### src/rtl/ad_capture_pkg.sv
// ad_capture_pkg: state encoding and default transmit pulse width for ad_capture_ctrl
package ad_capture_pkg;

    typedef enum logic [2:0] {IDLE, FIRE, DELAY, CAPTURE, DONE} state_t;

    localparam int FIRE_W_DEF = 4;

endpackage

### src/rtl/ad_capture_cnt.sv
// ad_capture_cnt: loadable down counter that stops at zero, shared by the timed phases
module ad_capture_cnt #(
    parameter int CNTW = 16
) (
    input  logic            wclk,
    input  logic            rst,
    input  logic            load,
    input  logic [CNTW-1:0] load_val,
    output logic [CNTW-1:0] cnt,
    output logic            zero
);

    assign zero = cnt == '0;

    // load on phase entry, otherwise count down and hold at zero
    always_ff @(posedge wclk or negedge rst)
        if (!rst)
            cnt <= '0;
        else if (load)
            cnt <= load_val;
        else if (!zero)
            cnt <= cnt - 1'b1;

endmodule

### src/rtl/ad_capture_ctrl.sv
// ad_capture_ctrl: one-shot fire/delay/capture sequencer for the ADC sample FIFO write side
// Build option AD_CAPTURE_TESTPAT_EN replaces the captured samples with a per-shot ramp.
module ad_capture_ctrl
    import ad_capture_pkg::*;
#(
    parameter int DSIZE  = 10,
    parameter int CNTW   = 16,
    parameter int FIRE_W = FIRE_W_DEF
) (
    input  logic             wclk,
    input  logic             rst,
    input  logic             start,
    input  logic             abort,
    input  logic [CNTW-1:0]  delay,
    input  logic [CNTW-1:0]  length,
    input  logic [DSIZE-1:0] adc_data,
    input  logic             fifo_full,
    output logic             pulse_fire,
    output logic             fifo_wreq,
    output logic [DSIZE-1:0] fifo_wdata,
    output logic             busy,
    output logic             done,
    output logic             overflow
);

    state_t          state, next;
    logic [CNTW-1:0] delay_q, len_q, load_val, cnt;
    logic            accept, load, zero;
    logic            pulse_d, wreq_d, busy_d, done_d;

    assign accept = state == IDLE && start && !abort;
    assign load   = next != state;

    // each timed phase reloads the shared counter with its length minus one; zero lengths still take one cycle
    assign load_val = next == FIRE    ? CNTW'(FIRE_W - 1) :
                      next == DELAY   ? (delay_q == '0 ? '0 : delay_q - 1'b1) :
                      next == CAPTURE ? (len_q == '0 ? '0 : len_q - 1'b1) : '0;

    ad_capture_cnt #(.CNTW(CNTW)) u_cnt (
        .wclk     (wclk),
        .rst      (rst),
        .load     (load),
        .load_val (load_val),
        .cnt      (cnt),
        .zero     (zero)
    );

    // state register and shot parameters latched on an accepted start
    always_ff @(posedge wclk or negedge rst)
        if (!rst) begin
            state   <= IDLE;
            delay_q <= '0;
            len_q   <= '0;
        end else begin
            state <= next;
            if (accept) begin
                delay_q <= delay;
                len_q   <= length & ~CNTW'(1);
            end
        end

    // next-state: abort returns to IDLE from anywhere, timed phases advance when the counter is empty
    always_comb begin
        next = state;
        case (state)
            IDLE:    next = accept ? FIRE : IDLE;
            FIRE:    next = zero ? DELAY : FIRE;
            DELAY:   next = zero ? CAPTURE : DELAY;
            CAPTURE: next = zero ? DONE : CAPTURE;
            default: next = IDLE;
        endcase
        if (state != IDLE && abort)
            next = IDLE;
    end

    // outputs decoded from the next state so the registered copies line up with the state they describe
    always_comb begin
        pulse_d = next == FIRE;
        wreq_d  = next == CAPTURE && len_q != '0;
        busy_d  = next != IDLE;
        done_d  = next == DONE;
    end

    // registered control outputs; overflow is sticky until the next accepted start
    always_ff @(posedge wclk or negedge rst)
        if (!rst) begin
            pulse_fire <= 1'b0;
            fifo_wreq  <= 1'b0;
            busy       <= 1'b0;
            done       <= 1'b0;
            overflow   <= 1'b0;
        end else begin
            pulse_fire <= pulse_d;
            fifo_wreq  <= wreq_d;
            busy       <= busy_d;
            done       <= done_d;
            if (accept)
                overflow <= 1'b0;
            else if (fifo_wreq && fifo_full)
                overflow <= 1'b1;
        end

`ifdef AD_CAPTURE_TESTPAT_EN
    logic [DSIZE-1:0] ramp;

    // ramp restarts at zero each shot and advances once per written sample
    always_ff @(posedge wclk or negedge rst)
        if (!rst) begin
            ramp       <= '0;
            fifo_wdata <= '0;
        end else if (accept) begin
            ramp <= '0;
        end else if (wreq_d) begin
            fifo_wdata <= ramp;
            ramp       <= ramp + 1'b1;
        end
`else
    // sample register: one stage, aligned with fifo_wreq
    always_ff @(posedge wclk or negedge rst)
        if (!rst)
            fifo_wdata <= '0;
        else
            fifo_wdata <= adc_data;
`endif

endmodule

### config.mk
export PLATFORM = sky130hd
export DESIGN_NAME = ad_capture_ctrl
export DESIGN_NICKNAME = d
export VERILOG_FILES = /design/src/rtl/ad_capture_pkg.sv /design/src/rtl/ad_capture_cnt.sv /design/src/rtl/ad_capture_ctrl.sv
export SDC_FILE = /design/constraint.sdc
export NUM_CORES = 1
export LEC_CHECK = 0
export BUFFER_PORTS_ARGS = -buffer_cell sky130_fd_sc_hd__buf_2
export CAP_MARGIN = 20
export CORE_UTILIZATION = 50
export DETAILED_ROUTE_END_ITERATION = 8
export GPL_ROUTABILITY_DRIVEN = 0
export PLACE_DENSITY = 0.83
export SLEW_MARGIN = 25
export SYNTH_ARGS = -nofsm -noshare
export SYNTH_HDL_FRONTEND = slang
export SYNTH_SLANG_ARGS = --single-unit
### constraint.sdc
create_clock -name wclk -period 2.19 [get_ports wclk]
set_input_delay 0.438 -clock wclk [delete_from_list [all_inputs] [get_ports wclk]]
set_output_delay 0.438 -clock wclk [all_outputs]
set_load 0.05 [all_outputs]
* After elaboration in Yosys (flattened, before gate mapping)
Cells that the tools add are included.
** Word-level totals
- Register bits after elaboration :: 65
- Input bits :: 47
- Word-level logic and storage cells :: 51
** Cells by class
- $add $sub $neg :: 3
- Equal/unequal tests :: 9
- Muxes and demuxes :: 15
- Reduce and logical (&&, ||, !) cells :: 14
** Operators with widths (number)
- $mux W16 :: 7
- $logic_not A16 Y1 :: 3
- $sub A16 B1 Y16 const B :: 3
- $reduce_bool A16 Y1 :: 1
- $eq A3 B2 Y1 const B :: 4
- $pmux W3 S4 :: 1
- $eq A3 B1 Y1 const B :: 2
- $mux W3 :: 2
- $reduce_bool A3 Y1 :: 2
- $logic_and A1 B1 Y1 :: 5
- $mux W1 :: 4
- $eq A3 B3 Y1 const B :: 1
- $logic_not A3 Y1 :: 1
- $ne A3 B3 Y1 :: 1
- $mux W2 :: 1
- $ne A2 B2 Y1 const B :: 1
- $reduce_bool A2 Y1 :: 1
- $logic_not A1 Y1 :: 1

* Logic depth before layout (Yosys ltp)
Gate-level depths: netlist of the first run.
- Depth after elaboration :: 11
- Depth in mapped cells :: 9

* Hierarchy
A second synthesis of the first run with hierarchy kept.
** Unflattened totals
- Cell total of the unflattened synthesis :: 309
- Area, all modules :: 3395.8 um^2
** By module, submodules not included
- ad_capture_ctrl :: times used 1, cells an instance 209, area an instance 2432.3 um^2, seq. area each 1226.2 um^2
- ad_capture_cnt :: times used 1, cells an instance 100, area an instance 963.4 um^2, seq. area each 400.4 um^2

* Worst setup path after synthesis of the first run
OpenSTA, ideal clock, no wires.
- Kind :: reg2reg
- Start point :: register u_cnt.cnt[0]
- End point :: register u_cnt.cnt[0]
- Setup time :: 124 ps
- Data arrival time :: 2299 ps
- Setup slack :: -233 ps
- Cell stages (with the launch flop) :: 10
- Buffers on the path :: 1
- Cell sequence :: dfrtp_1 -> inv_1 -> ha_1 -> or4b_1 -> or4_1 -> buf_4 -> xnor2_2 -> nand4_1 -> inv_1 -> o31a_1
** Between the ends
- Longest elaborated chain between the ends :: 9
** Ends and longest elaborated chain
- start, declared :: RTL line ad_capture_cnt.sv:9 : output logic [CNTW-1:0] cnt,
- start signal, assigned :: RTL line ad_capture_cnt.sv:20 : cnt <= load_val;
- start signal, assigned :: RTL line ad_capture_cnt.sv:22 : cnt <= cnt - 1'b1;
- $logic_not A16 Y1 :: RTL line ad_capture_cnt.sv:13 : assign zero = cnt == '0;
- $mux W3, or another cell as far along :: RTL line ad_capture_ctrl.sv:69 : CAPTURE: next = zero ? DONE : CAPTURE;
- $pmux W3 S4 :: RTL line ad_capture_ctrl.sv:65 : case (state)
- $mux W3 :: RTL line ad_capture_ctrl.sv:72 : if (state != IDLE && abort)
- $eq A3 B2 Y1 :: RTL line ad_capture_ctrl.sv:37 : next == CAPTURE ? (len_q == '0 ? '0 : len_q - 1'b1) : '0;
- $mux W16 :: RTL line ad_capture_ctrl.sv:37
- $mux W16 :: RTL line ad_capture_ctrl.sv:36 : next == DELAY ? (delay_q == '0 ? '0 : delay_q - 1'b1) :
- $mux W16 :: RTL line ad_capture_ctrl.sv:35 : assign load_val = next == FIRE ? CNTW'(FIRE_W - 1) :
- $mux W16 :: RTL line ad_capture_cnt.sv:19 : else if (load)
Several ways; a longest one is shown, not always the timed one. The select of a mux whose other input is x is not followed.
A chain may end at the register's enable or synchronous reset.

* Final worst setup path of the first run
- Start point :: register u_cnt.cnt[1]
- End point :: register u_cnt.cnt[1]
Same word-level chain as after synthesis.

==> impl_metrics.toml, run 1 <==
[outcome]
status = "finished, violations left"
violations = "negative setup slack"

[sta]
setup_ws_ns = -0.168
hold_viol = 0
drv_slew = 0
fin_worst_skew_ns = 0.00777
hold_slack_ns = 0.0965
tns_ns = -0.660
setup_viol = 14
maxSlewHeadroom_pct = 58.5
post-route-min-period_ns = 2.36
fin_crit_sh_pct = 108
tightest_slew_ns = 0.617
fmax_ghz = 0.424
grt_setup_unrepaired = "true"

[placed_design]
place_hpwl_um = 5880
dp_cells = 491
port_buffers = 60
place_ws_ns = -0.241
postPlaceCellArea_um2 = 4120

[power_and_ir_drop]
powerDensity_nw_per_um2 = 1130
p_leak_nw = 2.08
p_int_mw = 3.19
p_sw_share_pct = 37.4
ir_drop_v = 0.000820
p_total_mw = 5.10
pwr-share-seq_pct = 34.6
comb_power_share_pct = 47.1
clock_power_share_pct = 18.3
power.switching_mw = 1.90

[detailed_routing]
ant_nets = 0
wl_met1_um = 3450
drt-initial-drc-count = 244
dr_wl_met3_um = 525
viasPerCell = 5.79
met2_length_um = 4670
wl_per_cell_um = 17.3
drc = 0
wirelength_um = 8890
highest_layer = "met4"
num_vias = 2978
first_pass_iters = 4

[global_route]
antenna_found_initial = 0
overflow = 0
grt_max_degree = 66
first_global_vias = 2912
grt_pass1_wl_um = 13400
track_usage_pct = 24.5

[setup_path]
crit_path_end = "u_cnt.cnt[1]$_DFFE_PN0P_"
r2r-end = "u_cnt.cnt[1]$_DFFE_PN0P_"
worst-r2r-setup-slack_ns = -0.17
setup.worst_path.start = "u_cnt.cnt[1]$_DFFE_PN0P_"
r2r-start = "u_cnt.cnt[1]$_DFFE_PN0P_"
crit_path_end_kind = "flip-flop"
startpoint_type = "flip-flop"
crit_arrival_ns = 2.60
critical_path_class = "flip-flop to flip-flop"
worst-path-max-fanout = 6
worst_ep_required_time_ns = 2.43
rr_worst_depth = 8

[floorplan]
die_w_um = 84.3
die_h_um = 84.3
io_pins = 62
dieArea_um2 = 7100
start_util_pct = 52.4
core_area_um2 = 6460
rows = 29

[layout]
final_net_count = 484
stdcell_count = 514
design_area_um2 = 4510
antennaDiodeCount = 0
drive_gt1_share_pct = 45.1
fin_util_pct = 69.8
syn2layout_area_growth_pct = 33.2

[synth]
synth_seq_area_share_pct = 48.0
synth-edff-count = 0
ys_types = 50
synthCells = 317
yosysTopAreaCellShare_pct = 48.0
synth_seq_cells = 65
ys_warn_count = 0
postSynth.asyncResetShare_pct = 100
avgSynthCellArea_um2 = 10.7
syn_area_um2 = 3390
ys.flop_type = "dfrtp_1"
syn_nets = 369
synth.area.top_cells = "dfrtp_1 48%, mux2_2 11%, xnor2_1 5.9%"
yosys.area.top_type = "dfrtp_1"

[clock_tree]
ctsHoldBuffers = 0
cts_sinks = 65
cts_inserted_buffers = 9
clk_pin_slew_ns = 0.07
max-clock-path-buffers = 2
root_buffer = "clkbuf_8"
htreeDepth = 3
cts_tree = "built"
clock_latency_ns = 0.35

[hold_path]
hold_class = "input port to asynchronous set/reset pin"

[job]
maxCapViolations = 0
critical path: stages, from the launching register on:
cell,delay [ns]
dfrtp_1,0.40
inv_2,0.09
ha_4,0.13
or4b_4,0.46
or4_4,0.54
buf_4,0.19
a311oi_1,0.24
o21ai_1,0.10
o31a_1,0.11
flip-flops by register name, indices dropped and copies added (netlist names), 3 cells and up:
signal and cells:
state 3, delay_q 16, len_q 15, fifo_wdata 10, u_cnt.cnt 16
worst min path at each step:
stage          start                 endpoint  slack [ns]  depth (start not counted)
2_1_floorplan    rst           busy$_DFF_PN0_        0.14                          0
3_3_place_gp     rst  fifo_wdata[0]$_DFF_PN0_        0.47                          2
3_5_place_dp     rst  fifo_wdata[9]$_DFF_PN0_        0.47                          2
4_1_cts          rst  fifo_wdata[0]$_DFF_PN0_        0.11                          2
5_1_grt          rst  fifo_wdata[8]$_DFF_PN0_        0.12                          2
6_report         rst       state[1]$_DFF_PN0_         0.1                          2
power groups by stage:
| stage | Clock (mW) | Combinational, mW | Sequential, mW |
|---|---|---|---|
| global placement | 0 | 1.93 | 1.73 |
| floorplan | 0 | 1.14 | 1.81 |
| CTS | 0.938 | 2.23 | 1.74 |
| global route | 0.991 | 2.58 | 1.80 |
| detailed placement | 0 | 2.02 | 1.75 |
| finish | 0.931 | 2.40 | 1.76 |
layer usage:
metal | global-route usage, % | vias to the layer above
li1 | - | 1376
met1 | 29.1 | 1455
met2 | 42.3 | 121
met3 | 5.70 | 26
met4 | 11.1 | 0
met5 | 0 | -
cell usage after synthesis, types with 3 or more instances:
| cell type | count |
|---|---|
| or4_1 | 5 |
| inv_1 | 8 |
| nor2_1 | 29 |
| nand4_1 | 4 |
| nand3_1 | 6 |
| ha_1 | 5 |
| buf_1 | 4 |
| xnor2_1 | 23 |
| dfrtp_1 | 65 |
| o21ai_0 | 10 |
| o22ai_1 | 3 |
| xor2_1 | 13 |
| o221ai_1 | 5 |
| nor3_1 | 13 |
| nor4_1 | 9 |
| clkbuf_1 | 4 |
| nand2_1 | 22 |
| a2bb2oi_1 | 3 |
| mux2_2 | 32 |
| and3_1 | 4 |
| or3_1 | 6 |
| a21o_1 | 3 |
| a21oi_1 | 5 |
cells in the final DEF (no fill, tap or decap), types with 3 or more instances in the layout:
cell,count
a21o_1,3
a21oi_1,5
a2bb2oi_2,3
and3_1,4
buf_2,60
buf_4,52
clkbuf_8,11
clkinv_2,3
dfrtp_1,65
ha_1,3
inv_1,6
mux2_2,32
nand2_1,21
nand3_1,6
nand4_1,4
nor2_1,29
nor3_1,12
nor4_1,6
nor4_2,3
o21ai_0,6
o21ai_1,4
o221ai_1,3
or3_1,5
or4_4,4
xnor2_1,23
xor2_1,11
layout make-up:
cell class | instances | area, µm²
sequential | 65 | 1630
inverter | 8 | 30.0
multi-input combinational | 233 | 1840
tap | 77 | 96.3
timing repair buffer | 115 | 733
clock buffer | 11 | 151
clock inverter | 5 | 30.0
fill | 406 | 1950
timing repair:
| action | in CTS | in global routing |
|---|---|---|
| pin swaps | 7 | 10 |
| gates resized for setup | 15 | 18 |
| endpoints found under the setup margin | 18 | 17 |
| buffers inserted | 7 | 3 |
logic make-up (layout without fill, tap and decap cells):
| logic type | after synthesis | after routing | share of synthesized area [%] |
|---|---|---|---|
| compound gates | 43 | 43 | 9.13 |
| xor+xnor | 37 | 37 | 9.79 |
| fa+ha+maj | 5 | 5 | 1.85 |
| buf+inv | 19 | 139 | 2.29 |
| flops | 65 | 65 | 48.0 |
| mux | 32 | 32 | 10.6 |
| simple gates | 116 | 116 | 18.3 |
No activity file was read; power rests on OpenSTA's default activity.
==> run 2: changes to the inputs <==
- PLACE_DENSITY: 0.83 -> 0.76
==> run 2 against run 1 <==
Compared with the run above:
- the flow still finishes with violations (negative setup slack)
- core utilization is 0.19 points lower
- highest routed layer unchanged
- first-iteration DRC count is 48% lower
- sequential cell count stayed put
- routed wire length is 6.2% lower
- register-to-register slack worse by 0.03 ns
- sequential power hardly changed
==> impl_metrics.toml, run 2 (synthesis gave the netlist of run 1 again) <==
[power_and_ir_drop]
p_leak_nw = 2.09
ir_drop_v = 0.000626
powerDensity_nw_per_um2 = 1130
p_total_mw = 5.08

[sta]
drv_slew = 0
grt_setup_unrepaired = "true"
hold_viol = 0
fin_crit_sh_pct = 109
setup_ws_ns = -0.196
fin_worst_skew_ns = 0.0103
hold_slack_ns = 0.0693
fmax_ghz = 0.419
setup_viol = 15
tightest_slew_ns = 0.539
post-route-min-period_ns = 2.39
maxSlewHeadroom_pct = 63.7

[detailed_routing]
first_pass_iters = 4
wl_per_cell_um = 16.1
drc = 0
viasPerCell = 5.70
num_vias = 2960
wirelength_um = 8330
ant_nets = 0
drt-initial-drc-count = 128

[clock_tree]
clock_latency_ns = 0.34
clk_pin_slew_ns = 0.07
ctsHoldBuffers = 0
root_buffer = "clkbuf_8"
cts_sinks = 65
max-clock-path-buffers = 2
cts_tree = "built"
htreeDepth = 3
cts_inserted_buffers = 9

[setup_path]
worst-r2r-setup-slack_ns = -0.20
critical_path_class = "flip-flop to flip-flop"
rr_worst_depth = 8
worst-path-max-fanout = 5
crit_arrival_ns = 2.61
worst_ep_required_time_ns = 2.41
startpoint_type = "flip-flop"
r2r-end = "u_cnt.cnt[1]$_DFFE_PN0P_"
r2r-start = "u_cnt.cnt[0]$_DFFE_PN0P_"
crit_path_end_kind = "flip-flop"

[layout]
reg.largest.list = "delay_q: 16 flops, u_cnt.cnt: 16 flops, len_q: 15 flops"
antennaDiodeCount = 0
final_net_count = 489
syn2layout_area_growth_pct = 32.8
fin_util_pct = 69.6
drive_gt1_share_pct = 43.0
final_cell_mix = "65 x dfrtp_1, 60 x buf_2, 58 x buf_4, 32 x mux2_2, 29 x nor2_1"
final_common_cell = "dfrtp_1"

[global_route]
overflow = 0
track_usage_pct = 25.3
grt_pass1_wl_um = 13900
antenna_found_initial = 0
grt_max_degree = 32
first_global_vias = 2992

[job]
maxCapViolations = 0

[floorplan]
dieArea_um2 = 7100
die_w_um = 84.3
start_util_pct = 52.4
rows = 29
die_h_um = 84.3
core_area_um2 = 6460
io_pins = 62

[outcome]
violations = "negative setup slack"
status = "finished, violations left"

[placed_design]
place_hpwl_um = 5920
port_buffers = 60

[hold_path]
hold_class = "input port to asynchronous set/reset pin"
==> run 2: cell count changes in the layout (fill, tap and decap cells not counted), moves of 3 or more <==
cell       delta
a2bb2oi_1     +3
a2bb2oi_2     -3
buf_4         +6
nor4_2        -3
==> run 2: worst max-delay path by stage <==
stage | start | end | slack (ns) | cells past startpoint
final | u_cnt.cnt[0]$_DFFE_PN0P_ | u_cnt.cnt[1]$_DFFE_PN0P_ | -0.20 | 8
after floorplan | u_cnt.cnt[0]$_DFFE_PN0P_ | u_cnt.cnt[0]$_DFFE_PN0P_ | -0.19 | 9
after detailed placement | u_cnt.cnt[0]$_DFFE_PN0P_ | u_cnt.cnt[0]$_DFFE_PN0P_ | -0.19 | 8
after CTS | u_cnt.cnt[0]$_DFFE_PN0P_ | u_cnt.cnt[0]$_DFFE_PN0P_ | -0.17 | 8
after global routing | u_cnt.cnt[1]$_DFFE_PN0P_ | u_cnt.cnt[1]$_DFFE_PN0P_ | -0.28 | 8
after global placement | u_cnt.cnt[0]$_DFFE_PN0P_ | u_cnt.cnt[0]$_DFFE_PN0P_ | -0.17 | 8
==> run 2: critical path: stages, from the launching register on <==
cell	delay, ns
dfrtp_1	0.39
inv_2	0.08
ha_4	0.12
or4b_4	0.46
or4_4	0.55
buf_4	0.18
a311oi_1	0.22
o21ai_0	0.13
o31a_1	0.12
==> run 2: area by class of cell <==
type	count	area (µm²)
clock inverter	2	35.0
multi-input combinational	233	1780
sequential	65	1630
inverter	8	30.0
timing repair buffer	120	758
fill	449	1960
clock buffer	14	173
tap	77	96.3
==> run 2: power by group <==
group	leakage (nW)	internal [mW]	total, mW	switching (mW)
clock	0.107	0.619	1.05	0.435
combinational	1.19	1.19	2.29	1.11
sequential	0.800	1.49	1.73	0.238
==> run 2: repair_timing <==
item / 4_1_cts / 5_1_grt
pin swaps: 2 / 6
setup buffers: 5 / 4
gates resized for setup: 13 / 8
endpoints found under the setup margin: 18 / 19
==> run 2: layer usage <==
| layer | vias up | wire, µm | GRT usage, % |
|---|---|---|---|
| met5 | - | 0 | 0 |
| met4 | 0 | 244 | 13.0 |
| met3 | 18 | 423 | 5.11 |
| met2 | 106 | 4220 | 43.9 |
| met1 | 1446 | 3450 | 29.8 |
| li1 | 1390 | - | - |
==> run 2: stage by stage <==
| step | instance area [µm²] | setup slack (ns) | std cells | TNS (ns) |
|---|---|---|---|---|
| after global placement | 4130 | -0.167 | 495 | -0.573 |
| after floorplan | 3400 | -0.192 | 317 | -0.926 |
| after global routing | 4500 | -0.279 | 519 | -2.78 |
| after detailed placement | 4130 | -0.192 | 495 | -0.969 |
| final | 4500 | -0.196 | 519 | -1.26 |
| after CTS | 4430 | -0.172 | 515 | -0.907 |
==> run 3: changes to the inputs <==
- CELL_PAD_IN_SITES_DETAIL_PLACEMENT: not set -> 1
- CELL_PAD_IN_SITES_GLOBAL_PLACEMENT: not set -> 2
- CORE_UTILIZATION: 50 -> 35
- PLACE_DENSITY: 0.76 -> not set
- PLACE_DENSITY_LB_ADDON: not set -> 0.1
- clock period: 2.19 -> 2.69 ns (I/O delays scaled with it)
==> run 3 against run 2 <==
Compared with the run above:
- the run now ends clean
- routed wire length about the same
- sequential power decreased by 14%
- hold slack improved by 0.23 ns
- sequential cell count unchanged
- critical path depth unchanged
==> impl_metrics.toml, run 3 (synthesis gave the netlist of run 1 again) <==
[placed_design]
postPlaceCellArea_um2 = 3910
place_hpwl_um = 6310
dp_cells = 510
port_buffers = 60

[sta]
tightest_slew_ns = 0.833
fin_crit_sh_pct = 92.1
drv_slew = 0
fin_worst_skew_ns = 0.00886
post-route-min-period_ns = 2.48
setup_viol = 0
grt_setup_unrepaired = "false"
tns_ns = 0
hold_viol = 0
maxSlewHeadroom_pct = 44.5
hold_slack_ns = 0.304
fmax_ghz = 0.404

[setup_path]
crit_family = "simple AND/OR/NAND/NOR gates"
crit_arrival_ns = 2.71
crit_cells = 8
crit_path_end_kind = "flip-flop"
worst_ep_required_time_ns = 2.92
max_stage_delay_ns = 0.55
worst-r2r-setup-slack_ns = 0.21
cp_common_cell = "inv_1"
critical_path.cell_chain = "inv_1 > ha_1 > or4b_1 > or4_4 > xnor2_2 > nand4_1 > inv_1 > o31a_1"
r2r-end = "u_cnt.cnt[0]$_DFFE_PN0P_"
cp_num_buf_inv = 2
rr_worst_depth = 8
r2r-start = "u_cnt.cnt[0]$_DFFE_PN0P_"
slowest_stage = "or4_4"
startpoint_type = "flip-flop"
critical_path_class = "flip-flop to flip-flop"
setup.worst_path.start = "u_cnt.cnt[0]$_DFFE_PN0P_"
crit_path_end = "u_cnt.cnt[0]$_DFFE_PN0P_"
worst-path-max-fanout = 3

[layout]
syn2layout_area_growth_pct = 20.9
fillers = 1077
reg.largest.list = "delay_q: 16 flops, u_cnt.cnt: 16 flops, len_q: 15 flops"
design_area_um2 = 4090
final_net_count = 444
stdcell_count = 526
final_cell_mix = "65 x dfrtp_1, 60 x buf_2, 32 x mux2_2, 29 x nor2_1, 23 x xnor2_1"
drive_gt1_share_pct = 33.2
final_common_cell = "dfrtp_1"
antennaDiodeCount = 0

[detailed_routing]
num_vias = 2657
wl_per_cell_um = 15.8
viasPerCell = 5.05
first_pass_iters = 4
drc = 0
drt-initial-drc-count = 78
ant_nets = 0
wirelength_um = 8330

[floorplan]
rows = 35
die_h_um = 100
start_util_pct = 36.5
dieArea_um2 = 10100
core_area_um2 = 9280
io_pins = 62
die_w_um = 100

[job]
maxCapViolations = 0

[power_and_ir_drop]
p_leak_nw = 1.83
powerDensity_nw_per_um2 = 862
ir_drop_v = 0.000324

[clock_tree]
root_buffer = "clkbuf_8"
htreeDepth = 3
ctsHoldBuffers = 0
clk_pin_slew_ns = 0.08
clock_latency_ns = 0.34
cts_sinks = 65
cts_tree = "built"
cts_inserted_buffers = 9
max-clock-path-buffers = 2

[global_route]
antenna_found_initial = 0
grt_max_degree = 66
overflow = 0
grt_pass1_wl_um = 14100
first_global_vias = 2767
track_usage_pct = 18.4

[outcome]
status = "finished clean"

[hold_path]
hold_class = "input port to flip-flop"
run 3: cell count changes in the layout (fill, tap and decap cells not counted), moves of 3 or more:
cell,change
o21ai_0,+3
o221ai_2,-4
clkinvlp_4,+3
o21ai_1,-3
inv_6,+3
clkbuf_8,-3
o221ai_1,+4
buf_4,-43
run 3: final cells by class:
cell class | count | area [µm²] | share of cell area (%)
Sequential cell | 65 | 1630 | 39.7
Clock inverter | 7 | 53.8 | 1.31
Timing Repair Buffer | 75 | 413 | 10.1
Inverter | 8 | 30.0 | 0.733
Multi-Input combinational cell | 233 | 1690 | 41.2
Clock buffer | 9 | 124 | 3.03
Tap cell | 129 | 161 | 3.94
run 3: worst min path at each step:
| stage | depth (start not counted) | start | end | slack, ns |
|---|---|---|---|---|
| after detailed placement | 2 | overflow$_DFFE_PN0P_ | overflow$_DFFE_PN0P_ | 0.54 |
| final | 1 | adc_data[6] | fifo_wdata[6]$_DFF_PN0_ | 0.30 |
| after global routing | 1 | adc_data[1] | fifo_wdata[1]$_DFF_PN0_ | 0.28 |
| after CTS | 1 | adc_data[9] | fifo_wdata[9]$_DFF_PN0_ | 0.28 |
| after global placement | 2 | overflow$_DFFE_PN0P_ | overflow$_DFFE_PN0P_ | 0.53 |
| after floorplan | 0 | rst | busy$_DFF_PN0_ | 0.24 |
run 3: metal layers:
layer  wire (µm)  global-route usage [%]  vias up  part of all wire, %
met5           0                       0        -                    0
li1            -                       -     1288                    -
met3         258                    3.13       10                  3.1
met4         106                    6.69        0                  1.3
met1        4180                    26.0     1315                   50
met2        3780                    28.5       44                   45
run 3: what timing repair did:
| action | in CTS | in global routing |
|---|---|---|
| setup endpoints to repair | 0 | 3 |
| resized for setup | 0 | 1 |
| buffers inserted | 0 | 0 |
| endpoints found under the hold margin | 0 | 0 |
run 3: report_power, final:
part | total, mW | internal, mW | switching [mW]
clock network | 0.760 | 0.342 | 0.419
logic | 1.28 | 0.623 | 0.660
registers | 1.48 | 1.21 | 0.269
run 3: worst reg2reg max path, stage by stage, from the launching register on:
cell	delay, ns
dfrtp_1	0.38
inv_1	0.08
ha_1	0.17
or4b_1	0.51
or4_4	0.55
xnor2_2	0.15
nand4_1	0.15
inv_1	0.09
o31a_1	0.30
run 3: per-stage QoR:
| step | util (%) | worst slack, ns | power [mW] |
|---|---|---|---|
| 2_1_floorplan | - | 0.267 | 2.38 |
| 3_3_place_gp | 42.1 | 0.171 | 2.75 |
| 3_5_place_dp | 42.1 | 0.167 | 2.78 |
| 4_1_cts | 44.1 | 0.136 | 3.56 |
| 5_1_grt | 44.1 | 0.0878 | 3.79 |
| 6_report | 44.1 | 0.213 | 3.53 |
